--- src/rtl/ahbmtx_in_stage_if.sv ---
// Bus bundle between one AHB master, its matrix input stage and the output stages.
// The slave modport is the input stage's view; master is the driving side (master + matrix).
interface ahbmtx_in_stage_if #(
   parameter int unsigned ADDR_W = 32
);
   // Master-side address phase
   logic              HSELS;
   logic [ADDR_W-1:0] HADDRS;
   logic [1:0]        HTRANSS;
   logic              HWRITES;
   logic [2:0]        HSIZES;
   logic [2:0]        HBURSTS;
   logic [3:0]        HPROTS;
   logic              HMASTLOCKS;
   logic              HREADYS;
   logic              HREADYOUTS;
   logic              HRESPS;

   // Toward the output stages
   logic              req_port;
   logic [ADDR_W-1:0] HADDRI;
   logic [1:0]        HTRANSI;
   logic              HWRITEI;
   logic [2:0]        HSIZEI;
   logic [2:0]        HBURSTI;
   logic [3:0]        HPROTI;
   logic              HMASTLOCKI;

   // From the output stages and decoder
   logic              grant_in;
   logic              HREADYM;
   logic              data_active_in;
   logic              HREADYOUTM;
   logic              HRESPM;
   logic              dec_err_in;

   modport slave (
      input  HSELS, HADDRS, HTRANSS, HWRITES, HSIZES, HBURSTS, HPROTS, HMASTLOCKS, HREADYS,
      output HREADYOUTS, HRESPS,
      output req_port, HADDRI, HTRANSI, HWRITEI, HSIZEI, HBURSTI, HPROTI, HMASTLOCKI,
      input  grant_in, HREADYM, data_active_in, HREADYOUTM, HRESPM, dec_err_in
   );

   modport master (
      output HSELS, HADDRS, HTRANSS, HWRITES, HSIZES, HBURSTS, HPROTS, HMASTLOCKS, HREADYS,
      input  HREADYOUTS, HRESPS,
      input  req_port, HADDRI, HTRANSI, HWRITEI, HSIZEI, HBURSTI, HPROTI, HMASTLOCKI,
      output grant_in, HREADYM, data_active_in, HREADYOUTM, HRESPM, dec_err_in
   );
endinterface

--- src/rtl/ahbmtx_in_stage.sv ---
// AHB bus-matrix input stage: captures ungranted address phases and stalls the master.
// Define AHBMTX_INSTG_DECERR_EN to build the internal default slave for unmapped addresses.
module ahbmtx_in_stage #(
   parameter int unsigned ADDR_W = 32
) (
   input  logic               HCLK,
   input  logic               HRESETn,
   ahbmtx_in_stage_if.slave   io_bus
);

   logic              w_live_valid;
   logic              w_live_req;
   logic              w_accept;
   logic              w_load;
   logic              w_clear;
   logic              w_err_active;
   logic              w_err_ready;

   logic              r_hold_valid;
   logic [ADDR_W-1:0] r_haddr;
   logic [1:0]        r_htrans;
   logic              r_hwrite;
   logic [2:0]        r_hsize;
   logic [2:0]        r_hburst;
   logic [3:0]        r_hprot;
   logic              r_hmastlock;

   // IDLE and BUSY never request; a low HREADYS means the master is still stalled.
   assign w_live_valid = io_bus.HSELS & io_bus.HTRANSS[1] & io_bus.HREADYS;
   assign w_accept     = io_bus.grant_in & io_bus.HREADYM;

`ifdef AHBMTX_INSTG_DECERR_EN
   typedef enum logic [1:0] {
      StIdle,
      StErr1,
      StErr2
   } err_state_e;

   err_state_e r_err_state;
   err_state_e w_err_state_next;
   logic       w_dec_err;

   assign w_dec_err  = w_live_valid & io_bus.dec_err_in;
   assign w_live_req = w_live_valid & ~w_dec_err;

   always_ff @(posedge HCLK or negedge HRESETn) begin
      if (!HRESETn) begin
         r_err_state <= StIdle;
      end else begin
         r_err_state <= w_err_state_next;
      end
   end

   // Two-cycle ERROR response: first cycle stalls, second completes.
   always_comb begin
      w_err_state_next = r_err_state;
      w_err_active     = 1'b0;
      w_err_ready      = 1'b1;
      unique case (r_err_state)
         StIdle: begin
            if (w_dec_err) begin
               w_err_state_next = StErr1;
            end
         end
         StErr1: begin
            w_err_active     = 1'b1;
            w_err_ready      = 1'b0;
            w_err_state_next = StErr2;
         end
         StErr2: begin
            w_err_active     = 1'b1;
            w_err_ready      = 1'b1;
            w_err_state_next = w_dec_err ? StErr1 : StIdle;
         end
         default: begin
            w_err_state_next = StIdle;
         end
      endcase
   end
`else
   logic w_unused_dec_err;

   assign w_unused_dec_err = io_bus.dec_err_in;
   assign w_live_req       = w_live_valid;
   assign w_err_active     = 1'b0;
   assign w_err_ready      = 1'b1;
`endif

   assign w_load  = w_live_req & ~w_accept;
   assign w_clear = r_hold_valid & w_accept;

   always_ff @(posedge HCLK or negedge HRESETn) begin
      if (!HRESETn) begin
         r_hold_valid <= 1'b0;
         r_haddr      <= '0;
         r_htrans     <= 2'b00;
         r_hwrite     <= 1'b0;
         r_hsize      <= 3'b000;
         r_hburst     <= 3'b000;
         r_hprot      <= 4'b0000;
         r_hmastlock  <= 1'b0;
      end else if (w_clear) begin
         r_hold_valid <= 1'b0;
      end else if (w_load) begin
         r_hold_valid <= 1'b1;
         r_haddr      <= io_bus.HADDRS;
         r_htrans     <= io_bus.HTRANSS;
         r_hwrite     <= io_bus.HWRITES;
         r_hsize      <= io_bus.HSIZES;
         r_hburst     <= io_bus.HBURSTS;
         r_hprot      <= io_bus.HPROTS;
         r_hmastlock  <= io_bus.HMASTLOCKS;
      end
   end

   always_comb begin
      io_bus.HADDRI     = io_bus.HADDRS;
      io_bus.HTRANSI    = io_bus.HSELS ? io_bus.HTRANSS : 2'b00;
      io_bus.HWRITEI    = io_bus.HWRITES;
      io_bus.HSIZEI     = io_bus.HSIZES;
      io_bus.HBURSTI    = io_bus.HBURSTS;
      io_bus.HPROTI     = io_bus.HPROTS;
      io_bus.HMASTLOCKI = io_bus.HMASTLOCKS;
      if (r_hold_valid) begin
         io_bus.HADDRI     = r_haddr;
         io_bus.HTRANSI    = r_htrans;
         io_bus.HWRITEI    = r_hwrite;
         io_bus.HSIZEI     = r_hsize;
         io_bus.HBURSTI    = r_hburst;
         io_bus.HPROTI     = r_hprot;
         io_bus.HMASTLOCKI = r_hmastlock;
      end
   end

   assign io_bus.req_port = w_live_req | r_hold_valid;

   always_comb begin
      io_bus.HREADYOUTS = 1'b1;
      io_bus.HRESPS     = 1'b0;
      if (w_err_active) begin
         io_bus.HREADYOUTS = w_err_ready;
         io_bus.HRESPS     = 1'b1;
      end else if (io_bus.data_active_in) begin
         io_bus.HREADYOUTS = io_bus.HREADYOUTM;
         io_bus.HRESPS     = io_bus.HRESPM;
      end else if (r_hold_valid) begin
         io_bus.HREADYOUTS = 1'b0;
      end
   end

   // A stalled master cannot present a new transfer while one is held.
   a_no_load_while_held : assert property (
      @(posedge HCLK) disable iff (!HRESETn) !(r_hold_valid && w_load)
   );

endmodule
--- src/flat_wrapper.sv ---
// flat-port wrapper written by rule: the top's interface ports become plain ports
module ahbmtx_in_stage_flat 
#(
   parameter int unsigned ADDR_W = 32
)
  (HCLK, HRESETn, io_bus_HSELS, io_bus_HADDRS, io_bus_HTRANSS, io_bus_HWRITES, io_bus_HSIZES, io_bus_HBURSTS, io_bus_HPROTS, io_bus_HMASTLOCKS, io_bus_HREADYS, io_bus_HREADYOUTS, io_bus_HRESPS, io_bus_req_port, io_bus_HADDRI, io_bus_HTRANSI, io_bus_HWRITEI, io_bus_HSIZEI, io_bus_HBURSTI, io_bus_HPROTI, io_bus_HMASTLOCKI, io_bus_grant_in, io_bus_HREADYM, io_bus_data_active_in, io_bus_HREADYOUTM, io_bus_HRESPM, io_bus_dec_err_in);
  ahbmtx_in_stage_if #(.ADDR_W(ADDR_W)) io_bus_i ();
  input  logic HCLK;
  input  logic HRESETn;
  input wire logic [$bits(io_bus_i.HSELS)-1:0] io_bus_HSELS;
  input wire logic [$bits(io_bus_i.HADDRS)-1:0] io_bus_HADDRS;
  input wire logic [$bits(io_bus_i.HTRANSS)-1:0] io_bus_HTRANSS;
  input wire logic [$bits(io_bus_i.HWRITES)-1:0] io_bus_HWRITES;
  input wire logic [$bits(io_bus_i.HSIZES)-1:0] io_bus_HSIZES;
  input wire logic [$bits(io_bus_i.HBURSTS)-1:0] io_bus_HBURSTS;
  input wire logic [$bits(io_bus_i.HPROTS)-1:0] io_bus_HPROTS;
  input wire logic [$bits(io_bus_i.HMASTLOCKS)-1:0] io_bus_HMASTLOCKS;
  input wire logic [$bits(io_bus_i.HREADYS)-1:0] io_bus_HREADYS;
  output wire logic [$bits(io_bus_i.HREADYOUTS)-1:0] io_bus_HREADYOUTS;
  output wire logic [$bits(io_bus_i.HRESPS)-1:0] io_bus_HRESPS;
  output wire logic [$bits(io_bus_i.req_port)-1:0] io_bus_req_port;
  output wire logic [$bits(io_bus_i.HADDRI)-1:0] io_bus_HADDRI;
  output wire logic [$bits(io_bus_i.HTRANSI)-1:0] io_bus_HTRANSI;
  output wire logic [$bits(io_bus_i.HWRITEI)-1:0] io_bus_HWRITEI;
  output wire logic [$bits(io_bus_i.HSIZEI)-1:0] io_bus_HSIZEI;
  output wire logic [$bits(io_bus_i.HBURSTI)-1:0] io_bus_HBURSTI;
  output wire logic [$bits(io_bus_i.HPROTI)-1:0] io_bus_HPROTI;
  output wire logic [$bits(io_bus_i.HMASTLOCKI)-1:0] io_bus_HMASTLOCKI;
  input wire logic [$bits(io_bus_i.grant_in)-1:0] io_bus_grant_in;
  input wire logic [$bits(io_bus_i.HREADYM)-1:0] io_bus_HREADYM;
  input wire logic [$bits(io_bus_i.data_active_in)-1:0] io_bus_data_active_in;
  input wire logic [$bits(io_bus_i.HREADYOUTM)-1:0] io_bus_HREADYOUTM;
  input wire logic [$bits(io_bus_i.HRESPM)-1:0] io_bus_HRESPM;
  input wire logic [$bits(io_bus_i.dec_err_in)-1:0] io_bus_dec_err_in;
  assign io_bus_i.HSELS = io_bus_HSELS;
  assign io_bus_i.HADDRS = io_bus_HADDRS;
  assign io_bus_i.HTRANSS = io_bus_HTRANSS;
  assign io_bus_i.HWRITES = io_bus_HWRITES;
  assign io_bus_i.HSIZES = io_bus_HSIZES;
  assign io_bus_i.HBURSTS = io_bus_HBURSTS;
  assign io_bus_i.HPROTS = io_bus_HPROTS;
  assign io_bus_i.HMASTLOCKS = io_bus_HMASTLOCKS;
  assign io_bus_i.HREADYS = io_bus_HREADYS;
  assign io_bus_HREADYOUTS = io_bus_i.HREADYOUTS;
  assign io_bus_HRESPS = io_bus_i.HRESPS;
  assign io_bus_req_port = io_bus_i.req_port;
  assign io_bus_HADDRI = io_bus_i.HADDRI;
  assign io_bus_HTRANSI = io_bus_i.HTRANSI;
  assign io_bus_HWRITEI = io_bus_i.HWRITEI;
  assign io_bus_HSIZEI = io_bus_i.HSIZEI;
  assign io_bus_HBURSTI = io_bus_i.HBURSTI;
  assign io_bus_HPROTI = io_bus_i.HPROTI;
  assign io_bus_HMASTLOCKI = io_bus_i.HMASTLOCKI;
  assign io_bus_i.grant_in = io_bus_grant_in;
  assign io_bus_i.HREADYM = io_bus_HREADYM;
  assign io_bus_i.data_active_in = io_bus_data_active_in;
  assign io_bus_i.HREADYOUTM = io_bus_HREADYOUTM;
  assign io_bus_i.HRESPM = io_bus_HRESPM;
  assign io_bus_i.dec_err_in = io_bus_dec_err_in;
  ahbmtx_in_stage #(.ADDR_W(ADDR_W)) u_core (.HCLK(HCLK), .HRESETn(HRESETn), .io_bus(io_bus_i));
endmodule
--- config.mk ---
export PLATFORM = sky130hd
export DESIGN_NAME = ahbmtx_in_stage_flat
export DESIGN_NICKNAME = d
export VERILOG_FILES = /design/src/rtl/ahbmtx_in_stage_if.sv /design/src/rtl/ahbmtx_in_stage.sv /design/src/flat_wrapper.sv
export SDC_FILE = /design/constraint.sdc
export NUM_CORES = 1
export LEC_CHECK = 0
export CORE_MARGIN = 3
export CORE_UTILIZATION = 43
export DETAILED_ROUTE_END_ITERATION = 12
export PLACE_DENSITY = 0.81
export SLEW_MARGIN = 30
export SYNTH_ARGS = -nofsm -noshare
export SYNTH_HDL_FRONTEND = slang
export SYNTH_SLANG_ARGS = --single-unit
--- constraint.sdc ---
create_clock -name HCLK -period 1.3 [get_ports HCLK]
set_input_delay 0.13 -clock HCLK [delete_from_list [all_inputs] [get_ports HCLK]]
set_output_delay 0.13 -clock HCLK [all_outputs]
set_load 0.02 [all_outputs]
==> results.json <==
{
  "num_vias": 1774,
  "rr_worst_depth": 4,
  "avgViaCountPerCell": 4.85,
  "timing.slew.headroom_pct": 83.0,
  "max-cap-violations": 0,
  "worstReg2RegEnd": "u_core.r_hold_valid",
  "finClkSkew_ns": 0,
  "synthAdderAreaFrac_pct": 0,
  "slowest_stage": "dfrtp_2",
  "rrSetupSlack_ns": 0.09,
  "synthToLayoutAreaGrowth_pct": 63.4,
  "arrival_ns": 1.47,
  "die_area_sq_mm": 0.00673,
  "numPortBuffers": 103,
  "die_height_microns": 82.0,
  "die_x_microns": 82.0,
  "p_clk_share_pct": 17.0,
  "drc": 0,
  "outcome": "complete, but fails checks",
  "grt_remaining_overflow": 0,
  "fmax_ghz": 0.627,
  "synth-compound-area-share_pct": 0.957,
  "firstDrtPassIters": 2,
  "worstPathCellList": "buf_6, clkbuf_16, mux2_2, buf_6",
  "syn_nets": 216,
  "worstHoldPathType": "in -> async",
  "grt_usage_pct": 17.8,
  "leakage_nw": 1.93,
  "routed_wl_microns": 5940,
  "regArea_sq_mm": 0.00118,
  "yosys_warnings": 0,
  "violations": "negative setup slack",
  "fin_ws_ns": -0.296,
  "cts-root-buf": "clkbuf_8",
  "power.total_w": 0.00474,
  "first_iter_violations": 27,
  "stdcell_area_sq_mm": 0.00406,
  "regToRegStartpoint": "u_core.r_hold_valid",
  "finalWeightedCongestion": 0.669,
  "setup.worst_path.end_class": "output pin",
  "path_class": "reg -> out",
  "critPathTopFamily": "flip-flops",
  "syn_avg_cell_area_sq_um": 15.5,
  "slew_viol_final": 0,
  "seqPwrFrac_pct": 40.8,
  "cts_sinks": 47,
  "internal_power_w": 0.00338,
  "rsz0062_at_grt": "true",
  "powerDensity_mw_per_mm2": 1170,
  "hold_violations": 0,
  "clk_pin_slew_ns": 0.08,
  "wl_per_cell_microns": 16.2,
  "initial_core_util_pct": 44.9,
  "mappedNetlistArea_sq_mm": 0.00248,
  "tritoncts": "built",
  "worstSetupEndpoint": "io_bus_HMASTLOCKI",
  "grt_pass1_vias": 1867,
  "post-route-min-period_ns": 1.60,
  "vdd_ir_drop_max_mv": 0.700,
  "cts.path.max_buffers": 2,
  "synth_top_family_by_area": "multiplexers",
  "hold_ws_ns": 0.342,
  "cts_made_buffers": 5,
  "grt_max_degree": 48,
  "synth.top_cell.area_share_pct": 47.3,
  "fin_setup_tns_ns": -11.71,
  "multi_input_area_sq_mm": 0.00129,
  "finalCritPeriodShare_pct": 123,
  "clock_latency_ns": 0.28,
  "critPathRequiredTime_ns": 1.17,
  "cp.depth": 4,
  "synth.top_cells.by_area": "dfrtp_1 47%, mux2_4 24%, mux2_2 23%",
  "grt_pass1_wl_microns": 9080,
  "design.core.area_sq_mm": 0.00554,
  "synth-xor-area-share_pct": 0,
  "syn-instance-count": 160,
  "ys_types": 12,
  "ys_seq_area_share_pct": 47.3,
  "cpPeakStageDelay_ns": 0.42,
  "crit_path_frequent_cell": "buf_6",
  "h-tree-depth": 2,
  "synth-simple-area-share_pct": 2.52,
  "fill_cells": 386,
  "worstMarginPinSlew_ns": 0.255,
  "finalNetCount": 350,
  "dpl.hpwl_microns": 4170,
  "finalSetupViolCount": 48,
  "antenna_found_initial": 0,
  "synth_mux_area_share_pct": 46.2,
  "crit_start": "u_core.r_hold_valid",
  "p_sw_w": 0.00136,
  "postRouteAntennaNets": 0,
  "p_comb_share_pct": 42.2,
  "ioPinCount": 105,
  "start_kind": "flop",
  "cp_max_fo": 7,
  "synth-seq-cells": 47,
  "yosysTopAreaCell": "dfrtp_1",
  "netSwitchingFraction_pct": 28.7,
  "drive_above_1_share_pct": 62.6,
  "path_buf_inv": 3,
  "n_antenna_cell": 0,
  "placementRows": 27,
  "place_area_sq_mm": 0.00380
}
-- per-layer routing --
layer	global-route usage (%)	share of wire, %	vias up
met2	29.1	49	61
met4	5.32	1.2	0
met1	23.2	43	862
met3	4.82	7.4	7
met5	0	0	-
li1	-	-	844
-- placed cells by master (no fill, tap or decap), drive strengths merged --
master	instances
o21ai	3
nand2	6
clkdlybuf4s15	1
nand2b	1
dlygate4sd3	1
a31o	1
and2	2
nand4	1
dfrtp	47
clkdlybuf4s50	50
buf	73
dlymetal6s2s	1
mux2	89
dlygate4sd2	2
clkbuf	16
-- cell families after synthesis --
| logic type | Yosys count |
|---|---|
| AOI/OAI and AO/OA | 4 |
| buffers and inverters | 10 |
| DFF | 47 |
| muxes | 89 |
| and+or+nand+nor | 10 |
-- cells in the mapped netlist --
cell type,count
mux2_4,39
nand2b_1,1
buf_2,5
o21ai_0,3
mux2_2,50
clkbuf_1,1
dfrtp_1,47
and2_1,2
a31o_2,1
buf_6,4
nand2_1,6
nand4_4,1
-- power by group through the flow --
stage | sequential (W) | combinational, W | clock [W]
3_3_place_gp | 0.00194 | 0.00184 | 0
2_1_floorplan | 0.00189 | 0.00109 | 0
6_report | 0.00194 | 0.00200 | 0.000808
5_1_grt | 0.00197 | 0.00213 | 0.000887
3_5_place_dp | 0.00195 | 0.00186 | 0
4_1_cts | 0.00193 | 0.00170 | 0.000837
-- per-stage QoR --
step           util, %  setup slack, ns  cells
3_3_place_gp      68.6           -0.352    351
3_5_place_dp      68.6           -0.371    351
5_1_grt           73.3           -0.340    366
6_report          73.3           -0.296    366
2_1_floorplan        -           0.0479    160
4_1_cts           67.6           -0.440    360
-- worst min path at each step --
stage / startpoint / endpoint / slack, ns
after global placement: HRESETn / u_core.r_hsize[2] / 0.14
after floorplan: HRESETn / u_core.r_haddr[0] / -0.17
after global routing: HRESETn / u_core.r_hsize[2] / 0.36
after CTS: HRESETn / u_core.r_hsize[2] / 0.35
final: HRESETn / u_core.r_hsize[2] / 0.34
after detailed placement: HRESETn / u_core.r_hsize[2] / 0.13
-- tightest hold or removal path, delay by kind of cell --
| family | cells | cell delay, ns |
|---|---|---|
| buffers and inverters | 3 | 0.88 |
-- state kept, by name, indices dropped and copies added, names as in the netlist --
| signal | cells |
|---|---|
| u_core.r_hprot | 4 |
| u_core.r_hsize | 3 |
| u_core.r_htrans | 2 |
| u_core.r_hwrite | 1 |
| u_core.r_hmastlock | 1 |
| u_core.r_haddr | 32 |
| u_core.r_hold_valid | 1 |
| u_core.r_hburst | 3 |
-- layout make-up --
type                    count  share of cell area [%]
clock buffers               7                    1.88
multi-input cells         103                    31.7
flip-flops and latches     47                    29.0
well taps                  72                    2.22
repair buffers            137                    35.2
-- repair_timing --
item	in CTS	in global routing
buffers inserted	0	4
endpoints found under the setup margin	57	48
gates cloned	1	2
pin swaps	1	2
hold endpoints to repair	47	0
resized for setup	152	138
hold buffers	1	0
(Power assumes the default switching activity.)
